--- src/rtl/multicycle_main_controller_pkg.sv ---
// Shared encodings for the multicycle RISC-V main controller: opcodes,
// ALU class codes, datapath mux selects and the controller state enum.
package multicycle_main_controller_pkg;

  localparam logic [6:0] OP_LW   = 7'b0000011;
  localparam logic [6:0] OP_SW   = 7'b0100011;
  localparam logic [6:0] OP_R    = 7'b0110011;
  localparam logic [6:0] OP_I    = 7'b0010011;
  localparam logic [6:0] OP_B    = 7'b1100011;
  localparam logic [6:0] OP_JAL  = 7'b1101111;
  localparam logic [6:0] OP_JALR = 7'b1100111;
  localparam logic [6:0] OP_LUI  = 7'b0110111;

  localparam logic [2:0] F3_BEQ = 3'b000;
  localparam logic [2:0] F3_BNE = 3'b001;
  localparam logic [2:0] F3_BLT = 3'b100;
  localparam logic [2:0] F3_BGE = 3'b101;

  typedef enum logic [1:0] {
    ALU_SW_LW = 2'b00,
    ALU_BEQ   = 2'b01,
    ALU_RT    = 2'b10,
    ALU_IT    = 2'b11
  } alu_opc_e;

  typedef enum logic [2:0] {
    IMM_I = 3'b000,
    IMM_S = 3'b001,
    IMM_B = 3'b010,
    IMM_J = 3'b011,
    IMM_U = 3'b100
  } imm_src_e;

  typedef enum logic [1:0] {
    RES_ALUOUT    = 2'b00,
    RES_MEMDATA   = 2'b01,
    RES_ALURESULT = 2'b10,
    RES_IMMEXT    = 2'b11
  } result_src_e;

  typedef enum logic [1:0] {
    SRCA_PC    = 2'b00,
    SRCA_OLDPC = 2'b01,
    SRCA_REGA  = 2'b10
  } alu_src_a_e;

  typedef enum logic [1:0] {
    SRCB_REGB = 2'b00,
    SRCB_IMM  = 2'b01,
    SRCB_FOUR = 2'b10
  } alu_src_b_e;

  // Encodings are visible on state_dbg; 4'd14 and 4'd15 are unused.
  typedef enum logic [3:0] {
    S_FETCH     = 4'd0,
    S_DECODE    = 4'd1,
    S_MEM_ADR   = 4'd2,
    S_MEM_READ  = 4'd3,
    S_MEM_WB    = 4'd4,
    S_MEM_WRITE = 4'd5,
    S_EXEC_R    = 4'd6,
    S_EXEC_I    = 4'd7,
    S_ALU_WB    = 4'd8,
    S_BRANCH    = 4'd9,
    S_JAL       = 4'd10,
    S_JALR1     = 4'd11,
    S_JALR2     = 4'd12,
    S_LUI       = 4'd13
  } state_e;

endpackage

--- src/rtl/multicycle_main_controller_branch_cond.sv ---
// Branch resolution from funct3 and the ALU flags of the compare cycle.
module multicycle_main_controller_branch_cond
  import multicycle_main_controller_pkg::*;
(
  input  logic [2:0] func3,
  input  logic       zero,
  input  logic       neg,
  output logic       taken
);

  always_comb begin
    taken = 1'b0;
    case (func3)
      F3_BEQ:  taken = zero;
      F3_BNE:  taken = ~zero;
      F3_BLT:  taken = neg;
      F3_BGE:  taken = ~neg;
      default: taken = 1'b0;
    endcase
  end

endmodule

--- src/rtl/multicycle_main_controller.sv ---
// Main control FSM of the multicycle RISC-V core: sequences each instruction
// and drives datapath enables, mux selects and the ALU_opc class code.
module multicycle_main_controller
  import multicycle_main_controller_pkg::*;
#(
  parameter bit RESET_PC_WRITE_GATE = 1'b1
) (
  input  logic       clk,
  input  logic       rst,
  input  logic [6:0] op,
  input  logic [2:0] func3,
  input  logic       zero,
  input  logic       neg,
  output logic       PCWrite,
  output logic       AdrSrc,
  output logic       MemWrite,
  output logic       IRWrite,
  output logic [1:0] ResultSrc,
  output logic [1:0] ALUSrcA,
  output logic [1:0] ALUSrcB,
  output logic [2:0] ImmSrc,
  output logic       RegWrite,
  output logic [1:0] ALU_opc,
  output logic       illegal_op,
  output logic [3:0] state_dbg
);

  state_e state_q, state_d;
  logic   is_store_q;
  logic   taken;
  logic   pc_write_raw, mem_write_raw, ir_write_raw, reg_write_raw, illegal_raw;
  logic   write_gate;

  multicycle_main_controller_branch_cond u_branch_cond (
    .func3 (func3),
    .zero  (zero),
    .neg   (neg),
    .taken (taken)
  );

  always_ff @(posedge clk or negedge rst) begin
    if (!rst) state_q <= S_FETCH;
    else      state_q <= state_d;
  end

  // op is only sampled in DECODE, so the lw/sw choice is held for MEM_ADR.
  always_ff @(posedge clk or negedge rst) begin
    if (!rst)                      is_store_q <= 1'b0;
    else if (state_q == S_DECODE)  is_store_q <= (op == OP_SW);
  end

  always_comb begin
    state_d       = S_FETCH;
    pc_write_raw  = 1'b0;
    AdrSrc        = 1'b0;
    mem_write_raw = 1'b0;
    ir_write_raw  = 1'b0;
    ResultSrc     = RES_ALUOUT;
    ALUSrcA       = SRCA_PC;
    ALUSrcB       = SRCB_REGB;
    ImmSrc        = IMM_I;
    reg_write_raw = 1'b0;
    ALU_opc       = ALU_SW_LW;
    illegal_raw   = 1'b0;

    case (state_q)
      S_FETCH: begin
        ir_write_raw = 1'b1;
        pc_write_raw = 1'b1;
        ALUSrcB      = SRCB_FOUR;
        ResultSrc    = RES_ALURESULT;
        state_d      = S_DECODE;
      end
      S_DECODE: begin
        ALUSrcA = SRCA_OLDPC;
        ALUSrcB = SRCB_IMM;
        if (op == OP_B)        ImmSrc = IMM_B;
        else if (op == OP_JAL) ImmSrc = IMM_J;
        case (op)
          OP_LW, OP_SW: state_d = S_MEM_ADR;
          OP_R:         state_d = S_EXEC_R;
          OP_I:         state_d = S_EXEC_I;
          OP_B:         state_d = S_BRANCH;
          OP_JAL:       state_d = S_JAL;
          OP_JALR:      state_d = S_JALR1;
          OP_LUI:       state_d = S_LUI;
          default: begin
            state_d     = S_FETCH;
            illegal_raw = 1'b1;
          end
        endcase
      end
      S_MEM_ADR: begin
        ALUSrcA = SRCA_REGA;
        ALUSrcB = SRCB_IMM;
        ImmSrc  = is_store_q ? IMM_S : IMM_I;
        state_d = is_store_q ? S_MEM_WRITE : S_MEM_READ;
      end
      S_MEM_READ: begin
        AdrSrc  = 1'b1;
        state_d = S_MEM_WB;
      end
      S_MEM_WB: begin
        ResultSrc     = RES_MEMDATA;
        reg_write_raw = 1'b1;
      end
      S_MEM_WRITE: begin
        AdrSrc        = 1'b1;
        mem_write_raw = 1'b1;
      end
      S_EXEC_R: begin
        ALUSrcA = SRCA_REGA;
        ALU_opc = ALU_RT;
        state_d = S_ALU_WB;
      end
      S_EXEC_I: begin
        ALUSrcA = SRCA_REGA;
        ALUSrcB = SRCB_IMM;
        ALU_opc = ALU_IT;
        state_d = S_ALU_WB;
      end
      S_ALU_WB: begin
        reg_write_raw = 1'b1;
      end
      S_BRANCH: begin
        ALUSrcA      = SRCA_REGA;
        ALU_opc      = ALU_BEQ;
        pc_write_raw = taken;
      end
      S_JAL: begin
        ALUSrcA      = SRCA_OLDPC;
        ALUSrcB      = SRCB_FOUR;
        pc_write_raw = 1'b1;
        state_d      = S_ALU_WB;
      end
      S_JALR1: begin
        ALUSrcA = SRCA_REGA;
        ALUSrcB = SRCB_IMM;
        state_d = S_JALR2;
      end
      S_JALR2: begin
        ALUSrcA      = SRCA_OLDPC;
        ALUSrcB      = SRCB_FOUR;
        pc_write_raw = 1'b1;
        state_d      = S_ALU_WB;
      end
      S_LUI: begin
        ImmSrc        = IMM_U;
        ResultSrc     = RES_IMMEXT;
        reg_write_raw = 1'b1;
      end
      default: state_d = S_FETCH;
    endcase
  end

  // Reset parks the FSM in FETCH, whose enables must not leak while rst is low.
  assign write_gate = RESET_PC_WRITE_GATE && !rst;

  assign PCWrite    = pc_write_raw  & ~write_gate;
  assign IRWrite    = ir_write_raw  & ~write_gate;
  assign MemWrite   = mem_write_raw & ~write_gate;
  assign RegWrite   = reg_write_raw & ~write_gate;
  assign illegal_op = illegal_raw   & rst;
  assign state_dbg  = state_q;

endmodule

--- config.mk ---
export PLATFORM = sky130hd
export DESIGN_NAME = multicycle_main_controller
export DESIGN_NICKNAME = d
export VERILOG_FILES = /design/src/rtl/multicycle_main_controller_pkg.sv /design/src/rtl/multicycle_main_controller_branch_cond.sv /design/src/rtl/multicycle_main_controller.sv
export SDC_FILE = /design/constraint.sdc
export NUM_CORES = 1
export LEC_CHECK = 0
export ABC_AREA = 1
export CORE_ASPECT_RATIO = 0.9
export CORE_MARGIN = 10
export CORE_UTILIZATION = 39
export CTS_CLUSTER_DIAMETER = 50
export DETAILED_ROUTE_END_ITERATION = 7
export GPL_TIMING_DRIVEN = 0
export PLACE_DENSITY_LB_ADDON = 0.1
export SLEW_MARGIN = 25
export SYNTH_ARGS = -nofsm -noshare
export SYNTH_HDL_FRONTEND = slang
export SYNTH_SLANG_ARGS = --single-unit
--- constraint.sdc ---
create_clock -name clk -period 2.1 [get_ports clk]
set_input_delay 0.315 -clock clk [delete_from_list [all_inputs] [get_ports clk]]
set_output_delay 0.315 -clock clk [all_outputs]
set_load 0.02 [all_outputs]
Word level (Yosys, flattened, before mapping)
Cells that the tools add are included.
- bitwise logic cells: 7
- equal/unequal tests: 24
- muxes and demuxes: 19
- reduce and logical (&&, ||, !) cells: 11
- operators by type and width (cell ; number):
    $pmux 4 s7 ; 1
    $eq 4x4->1 const B ; 6
    $pmux 4 s6 ; 1
    $eq 7x6->1 const B ; 3
    $eq 7x7->1 const B ; 3
    $eq 4x3->1 const B ; 4
    $pmux 2 s3 ; 2
    $pmux 3 s3 ; 1
    $reduce_or 3->1 ; 3
    $eq 4x2->1 const B ; 2
    $pmux 2 s2 ; 2
    $reduce_or 4->1 ; 2
    $reduce_or 8->1 ; 1
    $eq 7x2->1 const B ; 1
    $eq 7x5->1 const B ; 1
    $mux 1 ; 7
    $eq 3x3->1 const B ; 2
    $and 1x1->1 ; 5
    $reduce_or 5->1 ; 1
    $eq 4x1->1 const B ; 1
    $logic_not 4->1 ; 1
    $mux 2 ; 2
    $pmux 1 s4 ; 1
    $reduce_or 2->1 ; 2
    5 further kinds ; 6
- input port bits: 14
- logic and storage cells: 63
- register bits after elaboration: 5
- output and inout port bits: 21

Logic depth before layout (Yosys ltp)
- depth after elaboration: 5
- depth in mapped cells: 8
- depth with buffers taken out: 8

Hierarchy
Synthesis repeated with hierarchy kept, for this count alone.
- cells, all modules: 124
- area total of the unflattened synthesis: 668.1 um^2
- modules (own cells, without submodules) (module ; seq. area each (um^2) ; area an instance (um^2) ; cells an instance ; instances):
    multicycle_main_controller ; 125.1 ; 624.3 ; 115 ; 1
    multicycle_main_controller_branch_cond ; 0.0 ; 43.8 ; 9 ; 1

Worst setup path before layout
Ideal clock, no wire load.
- kind: register to output
- start: register state_q[0], in the netlist state_dbg[0]
- end: output PCWrite
- required time: 1785 ps
- arrival: 1410 ps
- path buffers: 0
- setup slack: 375 ps
- cell stages (with the launch flop): 8
- cell sequence: dfrtp_1 > nor2_1 > nand3_1 > nand2_1 > inv_2 > nand2_1 > nor2_1 > nor2_1
- cells in the longest elaborated chain, start to end: 4
- elaborated cells between the ends (all ways): 7
- those cells by class: 3 x eq/ne; 1 x mux; 1 x bitwise; 2 x reduce/logical
- ends and longest elaborated chain (what ; RTL line ; text):
    start, declared ; multicycle_main_controller.sv:28 ; state_e state_q, state_d;
    start signal, assigned ; multicycle_main_controller.sv:43 ; else state_q <= state_d;
    $eq 4x4->1 / $logic_not 4->1 (equally long branches) ; multicycle_main_controller.sv:66 ; case (state_q)
    $reduce_or 3->1 (no source line) ; - ;
    $pmux 1 s2 * ; multicycle_main_controller.sv:66 ;
    $and 1x1->1 * ; multicycle_main_controller.sv:159 ; assign PCWrite = pc_write_raw & ~write_gate;
    end, declared ; multicycle_main_controller.sv:14 ; output logic PCWrite,
Mark *: on every way between the ends. The rest lies on a longest branch, timed or not.

Final worst setup path
- start: input op[6]
- end: output ImmSrc[1]
- cells in the longest elaborated chain, start to end: 4
- elaborated cells between the ends (all ways): 5
- those cells by class: 2 x eq/ne; 3 x mux
- ends and longest elaborated chain (what ; RTL line ; text):
    start, declared ; multicycle_main_controller.sv:10 ; input logic [6:0] op,
    $eq 7x7->1 ; multicycle_main_controller.sv:78 ; else if (op == OP_JAL) ImmSrc = IMM_J;
    $mux 2 ; multicycle_main_controller.sv:78 ;
    $mux 2 * ; multicycle_main_controller.sv:77 ; if (op == OP_B) ImmSrc = IMM_B;
    $pmux 3 s3 * ; multicycle_main_controller.sv:66 ;
    end, declared ; multicycle_main_controller.sv:21 ; output logic [2:0] ImmSrc,
Marks and branches as above.

==> results by group <==
Status
  – Status: finished, final reports clean

Setup path
  – Crit. End Element: output pin
  – Worst Path Required: 1.78 ns
  – Worst setup SP type: primary input
  – R2R cell count: 6
  – Critical path class: primary input to output pin
  – Worst r2r src: state_dbg[2]$_DFF_PN0_
  – R2R setup slack: 0.91 ns
  – Max FO, Critical Path: 5
  – Worst R2R End: state_dbg[1]$_DFF_PN0_
  – Arr. time, crit path: approximately 1.7 ns

Place
  – GPL Wtd Cong: 0.8971
  – DP HPWL: 1691 um
  – Port bufs: 34
  – DP Worst Slack: -0.2825 ns
  – Placed inst area: roughly 950 um2

Clocking
  – CTS root buf: clkbuf_4
  – Hold-fix buffer count after cts: 0
  – Num CTS Buffers: 3
  – CTS tree: yes
  – Clk buf depth: 2
  – # Post-CTS Setup Buffers: 0
  – Worst-Skew Late Latency: 0.24 ns
  – Clock Pin Slew Worst Setup and Hold Paths: 0.04 ns
  – Clock H-tree levels: 1
  – CTS Sinks: 5

Yosys
  – Sequential share of the synthesized area: 21.01%
  – Top cells by count, synth: nand2_1 (43), nor2_1 (14), inv_1 (11), nand3_1 (9), inv_2 (8)
  – Proportion of synthesized area in mux cells: 0%
  – Area leader, netlist: nand2_1
  – Post-synth EDFFs: 0
  – Synth area leaders: nand2_1 (27%), dfrtp_1 (21%), nor2_1 (8.8%)
  – Count leader, synth: nand2_1
  – Adder-Cell Fraction of Synth Area: 0%
  – Mapped Cells: 113
  – Number of synthesis warnings: 0
  – Synth Area in Compound Gates: 6.723%
  – Synth Area in Simple Gates: 60.29%
  – Main combinational cell family by area after synthesis: simple AND/OR/NAND/NOR gates
  – Top_reg_cell synth: dfrtp_1
  – Async SR Flop Fraction: 100.0%
  – Synth unique cells: 17
  – Net Count, Synth: about 130
  – Avg Cell Area, Syn: 5.271 um2
  – Post-synth top area share: 27.10%
  – Netlist Area Pre-Place: approximately 600 um2
  – Post-synthesis xor/xnor area fraction: 0%
  – Synth Register Bits: 5

Floorplanning
  – Initial Utilization: about two fifths
  – Die W: ~61 um
  – Die area: 0.003492 mm2
  – Row cnt: 13
  – I/O pins: 35
  – Die height: 57.08 um
  – Core footprint: 0.001448 mm2

Detailed routing
  – Vias: about 800
  – TritonRoute pass-1 iters: 4
  – DR WL/cell: 11.78 um
  – DRC: 0
  – 1st-iter DRT viols: 15
  – Final Routed Wirelength: 1956 um
  – Post-route ant nets: 0
  – Vias per cell: ~4.8

Power and ir drop
  – Power Density: 763.6 mW/mm2
  – VDD IR-drop max: 0.4281 mV
  – Leakage: ~0.59 nW

STA
  – Max-slew headroom: 78.71%
  – Final Hold Viols: 0
  – Setup TNS: 0 ns
  – Final-report setup violation count: 0
  – Period Utilization, post-route: 95.63%
  – Worst-Margin Slew: 0.3194 ns
  – Fin. max-slew vios: 0
  – Clock Skew: 0.001801 ns
  – Smallest setup slack after layout: 0.09185 ns
  – RSZ-0062 raised after global routing: false
  – Min Tclk post-route: 2.008 ns
  – Hold Slack: roughly 0.065 ns
  – Highest clock rate: 498.0 MHz

Global routing
  – GRT Total Usage: approximately 12%
  – Initial antenna violation count: 0
  – Largest net degree at the start of global routing: 8
  – Number of global-route vias before repair: 750
  – First-pass GRT wire length: 3208 um
  – Total gr overflow: 0

Finish
  – Layout cells sized above 1: 19.21%
  – Fill cell count: 151
  – ANT cells: 0
  – Layout Area Growth over Synthesis: 65.76%
  – Design Area, Final: 987.2 um2
  – Fin util: between 60% and 70%
  – Fin nets: around 170

Min path
  – Worst min path class: primary input to async pin

Job
  – Max-cap violations: 0
critical path, stage by stage:
cell and delay [ns]:
clkdlybuf4s50_1 0.50, inv_1 0.08, nor2_2 0.20, o21ai_1 0.13
nor2_1 0.11, dlygate4sd2_1 0.34
layer usage:
metal  vias to the layer above  track usage, %  part of all wire (%)
met4                         0           5.863                  0.97
met5                         -               0                     0
met1                       353           12.23                    40
met2                        22           20.71                    52
li1                        425               -                     -
met3                         2           2.212                   6.3
cells in the final DEF (no fill, tap or decap), types with 8 or more instances in the layout:
cell type	instances
nand2_1	43
inv_2	8
inv_1	11
nand3_1	9
dlygate4sd2_1	10
nor2_1	12
clkdlybuf4s50_1	17
repair_timing:
item                                    CTS  global route
resized for setup                        18            16
cloned                                    0             0
hold endpoints to repair                  0             0
endpoints found under the setup margin   14             7
pin swaps                                 0             0
cell type report:
| type | instances | area [um2] | area share, % |
|---|---|---|---|
| clock buffer | 4 | 26.28 | 2.662 |
| inverter | 19 | 71.32 | 7.224 |
| multi-input combinational | 89 | 420.4 | 42.59 |
| sequential | 5 | 130.1 | 13.18 |
| tap | 15 | 18.77 | 1.901 |
| timing repair buffer | 34 | 320.3 | 32.45 |
how the worst max path moves through the flow:
stage | startpoint | to | slack [ns]
finish | op[6] | ImmSrc[1] | 0.09
global route | op[4] | ImmSrc[1] | 0.01
CTS | state_dbg[1]$_DFF_PN0_ | ImmSrc[2] | 0.004
detailed placement | op[6] | ImmSrc[0] | -0.28
global placement | rst | illegal_op | -0.29
floorplan | state_dbg[0]$_DFF_PN0_ | PCWrite | 0.38
stage by stage:
stage / total power [mW] / std cells
floorplan: 0.4336 / 113
global placement: 0.6843 / 162
detailed placement: 0.6868 / 162
CTS: 0.7580 / 166
global route: 0.8129 / 166
finish: 0.7538 / 166
flip-flops by register name (all words and copies together), names as in the netlist:
| name | count |
|---|---|
| is_store_q | 1 |
| state_dbg | 4 |
cells by family (layout without fill, tap and decap cells):
group	Yosys count	after routing
buffers and inverters	19	57
and+or+nand+nor	81	81
DFF	5	5
AOI/OAI and AO/OA	8	8
power breakdown:
| group | internal, mW | switching, mW | total, mW |
|---|---|---|---|
| logic | 0.182 | 0.311 | 0.492 |
| registers | 0.115 | 0.0336 | 0.149 |
| clock network | 0.0719 | 0.0411 | 0.113 |
| total | 0.369 | 0.385 | 0.754 |
Power figures use the tool's default switching activity.
==> edit 1: new RTL, config.mk and constraints unchanged <==
Register the inputs `op`, `func3`, `zero` and `neg` before use. The logic sees them one clock later.
--- a/src/rtl/multicycle_main_controller.sv
+++ b/src/rtl/multicycle_main_controller.sv
@@ -27,2 +27,14 @@
 
+  logic [6:0] op_q;
+  logic [2:0] func3_q;
+  logic zero_q;
+  logic neg_q;
+
+  always_ff @(posedge clk) begin
+    op_q    <= op;
+    func3_q <= func3;
+    zero_q  <= zero;
+    neg_q   <= neg;
+  end
+
   state_e state_q, state_d;
@@ -34,5 +46,5 @@
   multicycle_main_controller_branch_cond u_branch_cond (
-    .func3 (func3),
-    .zero  (zero),
-    .neg   (neg),
+    .func3 (func3_q),
+    .zero  (zero_q),
+    .neg   (neg_q),
     .taken (taken)
@@ -48,3 +60,3 @@
     if (!rst)                      is_store_q <= 1'b0;
-    else if (state_q == S_DECODE)  is_store_q <= (op == OP_SW);
+    else if (state_q == S_DECODE)  is_store_q <= (op_q == OP_SW);
   end
@@ -76,5 +88,5 @@
         ALUSrcB = SRCB_IMM;
-        if (op == OP_B)        ImmSrc = IMM_B;
-        else if (op == OP_JAL) ImmSrc = IMM_J;
-        case (op)
+        if (op_q == OP_B)        ImmSrc = IMM_B;
+        else if (op_q == OP_JAL) ImmSrc = IMM_J;
+        case (op_q)
           OP_LW, OP_SW: state_d = S_MEM_ADR;
Check against the original RTL: not equivalent (a bounded check fails within 4 cycles, from zero or initial values and one cycle with rst low).
==> edit 1 against the original RTL <==
Sequential power rose to 2.7 times the old value; synthesized cell count increased by 23%; largest power group unchanged; setup slack gained 0.044 ns; final area increased by 30%; clock power is 62% higher; power is 45% higher; area after synthesis is 51% higher; routed wire length up 20%; sequential cell count is 12 higher; highest routed layer unchanged.
==> edit 1: results (changes against the original RTL) <==
[metrics] iteration count of the initial detailed-routing pass: 4 (unchanged)
[metrics] IO Port Bufs: 34 (unchanged)
[metrics] CP delay by family, top: buffers and inverters
[metrics] leakage power: 0.7219 nW (+22%)
[metrics] Routed WL: 2.354 mm (+20%)
[metrics] worst reg2reg startpoint: state_dbg[2]
[metrics] register containing the most flip-flops in the final layout: op_q
[metrics] path class of the lowest-slack min-delay path: in -> async
[metrics] reg-to-reg critical path endpoint: state_dbg[2]
[metrics] CTS H-tree depth: 1 (unchanged)
[metrics] diodes inserted: 0 (unchanged)
[metrics] worst hold slack: 0.01588 ns (-0.04870 ns)
[metrics] commonest cells in the synthesized netlist: 40 x sky130_fd_sc_hd__nand2_1, 25 x sky130_fd_sc_hd__nor2_1, 19 x sky130_fd_sc_hd__inv_1
[metrics] clock transition at the registers of the reported paths: 0.11 ns (+0.07 ns)
[metrics] number of global-route vias before repair: 916 (+22%)
[metrics] leading area contributor after synthesis: sky130_fd_sc_hd__dfxtp_1
[metrics] actual transition at the worst max-transition pin: 0.3603 ns (+0.04097 ns)
[metrics] Final Skew: 0.004213 ns (+0.002412 ns)
[metrics] leading cell types by total area after synthesis: sky130_fd_sc_hd__dfxtp_1 27%, sky130_fd_sc_hd__nand2_1 17%, sky130_fd_sc_hd__dfrtp_1 14%
[metrics] run status: finished clean
[metrics] post-DP HPWL: 1.961 mm (+16%)
[metrics] Largest register FFs: 7 (+3)
[metrics] r2r setup slk: 0.94 ns (+0.03 ns)
[metrics] final weighted congestion in routability-driven placement: 0.8083 (-9.9%)
[metrics] Global Route Usage Sum: 10.37% (-1.2 points)
[metrics] Inserted Clock Buffers: 3 (unchanged)
[metrics] via count: 959 (+20%)
[metrics] Cell variety after synth: 18 (+1)
[metrics] clock latency on the worst-skew pair: 0.29 ns (+0.05 ns)
[metrics] placed inst area: 0.001272 mm² (+33%)
[metrics] buffer depth of the longest clock path: 2 (unchanged)
[metrics] global-route wire length before repair: 4.022 mm (+25%)
[metrics] Layout Nets: 194 (+17%)
[metrics] Critical path origin: state_dbg[0]
[metrics] Data arrival, critical path: 1.65 ns (-0.04 ns)
[metrics] portion of the post-synthesis area used by sequential elements: 40.67% (+20 points)
[metrics] slowest cell on the critical path: sky130_fd_sc_hd__dfrtp_2
[metrics] number of warnings printed during yosys synthesis: 0 (unchanged)
[metrics] drt first-iter violations: 74 (+59)
[metrics] count of cells along the worst register-to-register path: 7 (+1)
[metrics] post-placement worst setup slack: -0.1689 ns (+0.1136 ns)
[metrics] maximum number of pins on one net before global-route repair: 12 (+4)
[metrics] largest stage delay on the critical path: 0.46 ns (-0.04 ns)
[metrics] maximum vdd drop: 0.5392 mV (+26%)
[metrics] fraction of layout instances using a drive strength above 1: 16.76% (-2.4 points)
[metrics] asr flop ratio synth: 29.41% (-71 points)
[metrics] antenna violations before repair: 0 (unchanged)
[metrics] Synth Net Count: 153 (+20%)
[metrics] root buffer selected by CTS: sky130_fd_sc_hd__clkbuf_4
[metrics] worst-path fanout max: 8 (+3)
==> edit 1: worst max-delay path by stage <==
| stage | slack [ns] | depth (start not counted) | to |
|---|---|---|---|
| floorplan | 0.48 | 6 | RegWrite |
| global placement | -0.17 | 6 | illegal_op |
| detailed placement | -0.17 | 6 | illegal_op |
| CTS | 0.003 | 5 | ImmSrc[2] |
| global route | 0.03 | 7 | ALUSrcA[0] |
| finish | 0.14 | 7 | ALUSrcA[0] |
==> edit 1: kinds of logic after synthesis <==
group	count (synthesis)	share of synthesized area [%]
buffers and inverters	26	10.86
AOI/OAI and AO/OA	10	6.686
and+or+nand+nor	86	41.78
DFF	17	40.67
==> edit 1: area by class of cell <==
cell class / instances / area [µm²]
multi-input cells: 96 / 442.9
repair buffers: 36 / 314.1
clock buffers: 3 / 22.52
clock inverters: 1 / 7.507
well taps: 27 / 33.78
inverters: 26 / 97.59
fillers: 233 / 894.6
flip-flops and latches: 17 / 369.1
==> edit 1: routing by layer <==
layer  GRT usage [%]  wire length (µm)
met1           11.88              1059
met4           4.348                40
met2           16.59              1057
met5               0                 0
met3           4.505               197
==> edit 1: through the flow <==
stage / power [mW] / utilization, % / std cells
after floorplan: 0.7239 / - / 139
after global placement: 0.9683 / 58.31 / 200
after detailed placement: 0.9755 / 58.31 / 200
after CTS: 1.112 / 59.52 / 206
after global routing: 1.180 / 59.00 / 206
final: 1.095 / 59.00 / 206
==> edit 1: repair_timing <==
item | CTS | global route
gates resized for setup | 19 | 16
setup endpoints to repair | 17 | 10
buffers inserted | 2 | 0
==> edit 1: report_power, final <==
group / internal, mW / total (mW) / switching, mW / leakage [nW]
combinational: 0.192 / 0.516 / 0.324 / 0.544
sequential: 0.354 / 0.396 / 0.0423 / 0.164
clock: 0.0725 / 0.183 / 0.110 / 0.0139
==> edit 2: new RTL, config.mk and constraints unchanged <==
Without the edit above. Change the parameter `RESET_PC_WRITE_GATE` from 1'b1 to 1'b0.
--- a/src/rtl/multicycle_main_controller.sv
+++ b/src/rtl/multicycle_main_controller.sv
@@ -5,3 +5,3 @@
 #(
-  parameter bit RESET_PC_WRITE_GATE = 1'b1
+  parameter bit RESET_PC_WRITE_GATE = 1'b0
 ) (
Function: changed (a bounded check fails within 4 cycles, from zero or initial values and one cycle with rst low).
==> edit 2 against the original RTL <==
Setup slack lost 0.027 ns; final area stayed put; non-clock buffer count rose by 3; synthesized cell count fell by 13%; global-route usage shrank 1.0 points; sequential cell count did not move; power is 5.0% higher; first-iteration DRC count increased by 53%; area after synthesis shrank 2.9%; routed wire length shrank 4.4%; critical path type is now reg -> out; via count decreased by 6.2%.
==> edit 2: results (changes against the original RTL) <==
[metrics] leading cell types by total area after synthesis: sky130_fd_sc_hd__dfrtp_1 22%, sky130_fd_sc_hd__nand2_1 19%, sky130_fd_sc_hd__nor2_2 6.5%
[metrics] global-route wire length before repair: 3.001 mm (-6.5%)
[metrics] commonest cells in the synthesized netlist: 30 x sky130_fd_sc_hd__nand2_1, 9 x sky130_fd_sc_hd__inv_2, 8 x sky130_fd_sc_hd__nor2_1
[metrics] placed inst area: 937.1 µm² (-1.8%)
[metrics] synthesized netlist cell count: 98 (-13%)
[metrics] Final Skew: 0.002793 ns (+0.0009921 ns)
[metrics] wire length on met3: 165 µm (+33%)
[metrics] DR WL met2: 868 µm (-15%)
[metrics] worst-path fanout max: 6 (+1)
[metrics] post-placement worst setup slack: -0.2435 ns (+0.03898 ns)
[metrics] met2 Usage GRT: 16.45% (-4.3 points)
[metrics] average routed wire per standard cell: 12.14 µm (+3.1%)
[metrics] Synth Area in Compound Gates: 12.99% (+6.3 points)
[metrics] worst hold slack: 0.3192 ns (+0.2546 ns)
[metrics] met1 Track Usage GR: 12.53% (+0.30 points)
[metrics] run status: finished clean
[metrics] FILL cells: 136 (-9.9%)
[metrics] Routed WL: 1.870 mm (-4.4%)
[metrics] PnR worst setup slack: 0.06525 ns (-0.02661 ns)
[metrics] area of all sequential standard cells: 125.1 µm² (-3.8%)
[metrics] internal cell power: 395.8 µW (+7.4%)
[metrics] portion of the post-synthesis area used by sequential elements: 21.65% (+0.64 points)
[metrics] sequential group power: 130 µW (-13%)
[metrics] r2r setup slk: 0.93 ns (+0.02 ns)
[metrics] CP endpoint: ImmSrc[2]
[metrics] DRT met1 WL: 808 µm (+2.8%)
edit 2: cell count changes in the layout (fill, tap and decap cells not counted), moves of 3 or more:
| cell | delta |
|---|---|
| sky130_fd_sc_hd__clkdlybuf4s50_1 | +3 |
| sky130_fd_sc_hd__inv_1 | -5 |
| sky130_fd_sc_hd__nand2_1 | -13 |
| sky130_fd_sc_hd__o21ai_0 | -3 |
| sky130_fd_sc_hd__o21ai_1 | +3 |
| sky130_fd_sc_hd__nor2_1 | -4 |
| sky130_fd_sc_hd__dfrtp_1 | +4 |
| sky130_fd_sc_hd__dfrtp_2 | -4 |
| sky130_fd_sc_hd__buf_4 | +3 |
edit 2: repair_timing:
action	in CTS	in global routing
setup buffers	0	3
pin swaps	0	1
gates cloned	0	0
gates resized for setup	11	7
endpoints found under the setup margin	10	6
edit 2: final cells by class:
class,count,share of cell area [%]
Tap cell,15,1.901
Inverter,17,6.591
Sequential cell,5,12.67
Clock buffer,4,2.662
Timing Repair Buffer,37,36.25
Multi-Input combinational cell,76,39.92
